**src/rtl/scroll_ctrl.sv**
```systemverilog
// Scroll sequencer for the six-digit HEX marquee.
// Produces the scroll position sel for the per-digit pattern muxes. It supports
// run/pause, single-step on key edges, scroll direction and four speed settings.
module scroll_ctrl #(
  parameter int TICK_DIV  = 50000000,
  parameter int POSITIONS = 6
) (
  input  logic       clk,
  input  logic       aclr,
  input  logic       run,
  input  logic       dir,
  input  logic       step_req,
  input  logic [1:0] speed,
  output logic [2:0] sel,
  output logic       tick,
  output logic [1:0] state
);

  // Prescaler count never exceeds TICK_DIV-1, so clog2(TICK_DIV) bits are enough.
  localparam int          CW       = $clog2(TICK_DIV);
  localparam logic [31:0] DIV      = 32'(TICK_DIV);
  localparam logic [2:0]  LAST_POS = 3'(POSITIONS - 1);

  typedef enum logic [1:0] {
    ST_PAUSE   = 2'b00,
    ST_RUN     = 2'b01,
    ST_STEP    = 2'b10,
    ST_ILLEGAL = 2'b11
  } state_t;

  state_t        r_state;
  logic [CW-1:0] r_count;
  logic [2:0]    r_sel;
  logic          r_tick;
  logic          r_prev;

  logic          w_edge;
  logic [31:0]   w_period;
  logic [31:0]   w_countExt;
  logic          w_terminal;
  logic          w_advance;
  logic [2:0]    w_selNext;

  // The period is re-evaluated every cycle; a >= compare lets a shortened
  // period wrap immediately instead of counting past the new terminal value.
  assign w_period   = DIV >> speed;
  assign w_countExt = 32'(r_count);
  assign w_terminal = (w_countExt >= (w_period - 32'd1));

  // A step key edge is a rising level seen against last cycle's sample.
  assign w_edge = step_req & ~r_prev;

  // Only STEP and a terminal count while still running move the position;
  // dropping run in the same cycle as a terminal count wins over the advance.
  assign w_advance = (r_state == ST_STEP) ||
                     ((r_state == ST_RUN) && run && w_terminal);

  // Next position wraps at both ends so sel stays inside 0..POSITIONS-1.
  always_comb begin
    w_selNext = r_sel;
    if (dir) begin
      w_selNext = (r_sel == 3'd0) ? LAST_POS : (r_sel - 3'd1);
    end else begin
      w_selNext = (r_sel == LAST_POS) ? 3'd0 : (r_sel + 3'd1);
    end
  end

  // Sequencer FSM with prescaler, position register, tick pulse and key edge
  // register; prev resets to 1 so a key held through reset is not a step.
  always_ff @(posedge clk or negedge aclr) begin
    if (!aclr) begin
      r_state <= ST_PAUSE;
      r_count <= '0;
      r_sel   <= 3'd0;
      r_tick  <= 1'b0;
      r_prev  <= 1'b1;
    end else begin
      r_prev <= step_req;
      r_tick <= w_advance;
      if (w_advance) begin
        r_sel <= w_selNext;
      end
      case (r_state)
        ST_PAUSE: begin
          r_count <= '0;
          if (run) begin
            r_state <= ST_RUN;
          end else if (w_edge) begin
            r_state <= ST_STEP;
          end
        end
        ST_RUN: begin
          if (!run) begin
            r_state <= ST_PAUSE;
            r_count <= '0;
          end else if (w_terminal) begin
            r_count <= '0;
          end else begin
            r_count <= r_count + CW'(1);
          end
        end
        ST_STEP: begin
          r_count <= '0;
          r_state <= ST_PAUSE;
        end
        default: begin
          r_count <= '0;
          r_state <= ST_PAUSE;
        end
      endcase
    end
  end

  assign sel   = r_sel;
  assign tick  = r_tick;
  assign state = r_state;

endmodule

```
**config.mk**
```make
export PLATFORM = sky130hd
export DESIGN_NAME = scroll_ctrl
export DESIGN_NICKNAME = d
export VERILOG_FILES = /design/src/rtl/scroll_ctrl.sv
export SDC_FILE = /design/constraint.sdc
export NUM_CORES = 1
export LEC_CHECK = 0
export BUFFER_PORTS_ARGS = -buffer_cell sky130_fd_sc_hd__clkbuf_2
export CORE_UTILIZATION = 60
export CTS_BUF_LIST = sky130_fd_sc_hd__clkbuf_8
export DETAILED_ROUTE_END_ITERATION = 10
export GPL_TIMING_DRIVEN = 0
export PLACE_DENSITY = 0.79
export SYNTH_ARGS = -nofsm -noshare
export SYNTH_HDL_FRONTEND = slang
export SYNTH_SLANG_ARGS = --single-unit
```
**constraint.sdc**
```tcl
create_clock -name clk -period 5.86 [get_ports clk]
set_input_delay 0.879 -clock clk [delete_from_list [all_inputs] [get_ports clk]]
set_output_delay 0.879 -clock clk [all_outputs]
set_load 0.01 [all_outputs]
```
==> impl_metrics.ini <==
[floorplanning]
ios = 13
die_area_sq_um = 3800
initial_core_util_pct = 63.47
num_rows = 21
die_h_um = 61.65
core_area_sq_um = 3363
die_w_um = 61.65

[clock_network]
cts_buffer_depth = 2
cts_tree = built
cts_num_sinks = 33
path_clk_slew_ns = 0.06
postCtsSetupRepairBufs = 0
numCtsBuffers = 5
postCtsHoldBufs = 0
root_buffer = clkbuf_8
h-tree-depth = 2
insertion_delay_ns = 0.29
ctsResizeCount = 0

[yosys]
async_reset_ff_share_pct = 100.0
synth-edff-count = 0
yosysWarnings = 0
ys_ff_latch = 33
synth_cell_types = 42
yosysSeqAreaShare_pct = 38.75
syn_area_sq_um = 2135
syn_nets = 264
synthCells = 234
synth_ff_type = dfrtp_1
syn_area_per_cell_sq_um = 9.122

[job]
cap_viol_max_count = 0

[status]
status = complete, no violations

[min_path]
worstHoldStart = state[1]$_DFFE_PN0P_
whs_path_depth = 1
hold_class = reg2reg
min_to = state[1]$_DFFE_PN0P_

[timing]
maxSlewHeadroom_pct = 46.96
setup_viol_count_final = 0
finalCriticalPeriod_ns = 3.135
hold_ws_ns = 0.4881
drv_slew = 0
fmax_mhz = 319.0
setup_tns_ns = 0
fin_crit_sh_pct = 53.50
tightest_slew_ns = 0.7956
hold_viol = 0
fin_skew_ns = 0.009306
rsz0062_at_grt = no

[critical_path]
critical_path_peak_fanout = 5
crit_slowest_cell = ha_1
cp.arrival_ns = 3.31
slowest_delay_ns = 0.30
crit_path_end_kind = flop
worst_setup_path_start_kind = input pin
crit_required_ns = 6.03
rr_worst_depth = 8
reg2reg_slack_ns = 3.53
rr_endpoint = sel[2]$_DFFE_PN0P_
reg2reg_from = r_count[13]$_DFF_PN0_
critPathMostFrequentCell = ha_1
critical_path_class = in2reg
crit_chain = clkbuf_2 -> nor2b_1 -> buf_6 -> inv_1 -> ha_1 -> ha_1 -> a21oi_1 -> o22ai_1 -> a211oi_1 -> o221ai_1 -> and3_4 -> or2_4 -> a22o_1

[global_routing]
grt_usage_pct = 24.48
grt_pass1_wl_um = 6582
antenna_found_initial = 0
grt_pass1_vias = 1596
grt_remaining_overflow = 0
grt_max_degree = 34

[route]
met3_length_um = 118
dr.pass1.iters = 4
final_antenna_net_count = 0
wl_per_cell_um = 13.41
drt-met1-wl_um = 1894
drc = 0
num_vias = 1682
wl_um = 4023
topRoutingLayerUsed = met4
met2_length_um = 1941
viasPerCell = 5.607
drt_iter0_markers = 63

[finish]
drive_above_1_share_pct = 12.60
fill_cells = 287
multiInputGateArea_sq_um = 1224
regArea_sq_um = 827.0
final_util_pct = 69.42
syn_to_final_growth_pct = 9.379
nets = 283
antenna_cells = 0

[power]
post-layout-total-power_uw = 471.2
power_density_nw_per_um2 = 201.8
leakage_nw = 1.147
vdd_drop_max_mv = 0.1574

[place]
port_buffers = 12
dp_hpwl_um = 3080
place_congestion = 0.8130
==> stage by stage <==
step	std cells	instance area, sq um	setup WS, ns
detailed placement	292	2252	2.454
global route	300	2335	2.518
global placement	292	2252	2.506
floorplan	234	2135	2.853
CTS	300	2335	2.746
finish	300	2335	2.725
==> worst max-delay path, delay by kind of cell <==
| family | cells | cell delay, ns |
|---|---|---|
| AOI/OAI and AO/OA | 5 | 0.87 |
| and+or+nand+nor | 3 | 0.66 |
| adders and majority gates | 2 | 0.59 |
| buffers and inverters | 3 | 0.30 |
==> Yosys cell counts (2+ instances only) <==
library cell	instances	area [sq um]
nand2_1	25	93.84
a21oi_1	5	25.02
nor3_2	2	20.02
o22ai_1	2	12.51
and2_1	2	12.51
inv_1	13	48.80
a21o_1	2	15.01
and3_1	9	56.30
nor2_1	38	142.6
buf_2	4	20.02
xnor2_1	11	96.34
and4_1	2	17.52
ha_1	23	287.8
nand4_1	6	37.54
nor3_1	3	15.01
xor2_1	15	131.4
dfrtp_1	32	800.8
nand2b_1	2	12.51
nor2b_1	2	12.51
maj3_2	2	22.52
nand3_1	10	50.05
o2111ai_1	2	17.52
o21ai_0	3	15.01
==> layer usage <==
metal / GRT usage [%] / vias to the layer above
met4: 11.43 / 0
li1: - / 841
met2: 40.71 / 20
met3: 5.882 / 7
met5: 0 / -
met1: 29.93 / 814
==> cell type report <==
cell class / count / share of cell area (%)
inverter: 13 / 2.090
timing repair buffer: 12 / 2.572
tap: 46 / 2.465
multi-input combinational: 182 / 52.41
clock buffer: 5 / 2.947
clock inverter: 3 / 0.5895
buffer: 6 / 1.501
sequential: 33 / 35.42
==> worst max-delay path by stage <==
| stage | end | slack, ns | startpoint |
|---|---|---|---|
| after floorplan | sel[2]$_DFFE_PN0P_ | 2.85 | speed[1] |
| after detailed placement | sel[2]$_DFFE_PN0P_ | 2.45 | speed[1] |
| final | sel[2]$_DFFE_PN0P_ | 2.72 | speed[1] |
| after CTS | sel[2]$_DFFE_PN0P_ | 2.75 | speed[1] |
| after global routing | r_count[14]$_DFF_PN0_ | 2.52 | speed[1] |
| after global placement | sel[2]$_DFFE_PN0P_ | 2.51 | speed[1] |
==> sequential cells by signal, indices dropped and copies added (netlist names) <==
| register | cells |
|---|---|
| r_count | 26 |
| sel | 3 |
| state | 2 |
| r_prev | 1 |
| tick | 1 |
==> cells by family after synthesis <==
kind of cell,share of synthesized area [%]
and+or+nand+nor,23.97
AOI/OAI and AO/OA,7.503
muxes,0.4690
DFF,38.75
other,0.1757
xor gates and xnor gates,10.67
adders and majority gates,14.54
buffers and inverters,3.927
==> where the power goes <==
part	internal (mW)	switching [mW]	total [mW]	leakage [nW]
logic	0.0266	0.0419	0.0685	0.652
registers	0.236	0.00535	0.241	0.446
clock network	0.0804	0.0814	0.162	0.0491
total	0.342	0.129	0.471	1.15
==> placed cells by master, fill, tap and decap left out, types with 3 or more instances in the layout <==
cell type and count:
a21oi_1 5, clkbuf_2 12, nand2_1 25, and3_1 9, xnor2_1 11, dfrtp_1 32, clkbuf_8 5, o21ai_0 3
ha_1 23, buf_2 4, nand4_1 6, xor2_1 15, nand3_1 10, nor3_1 3, nor2_1 38, inv_1 14
(Power assumes the default switching activity.)
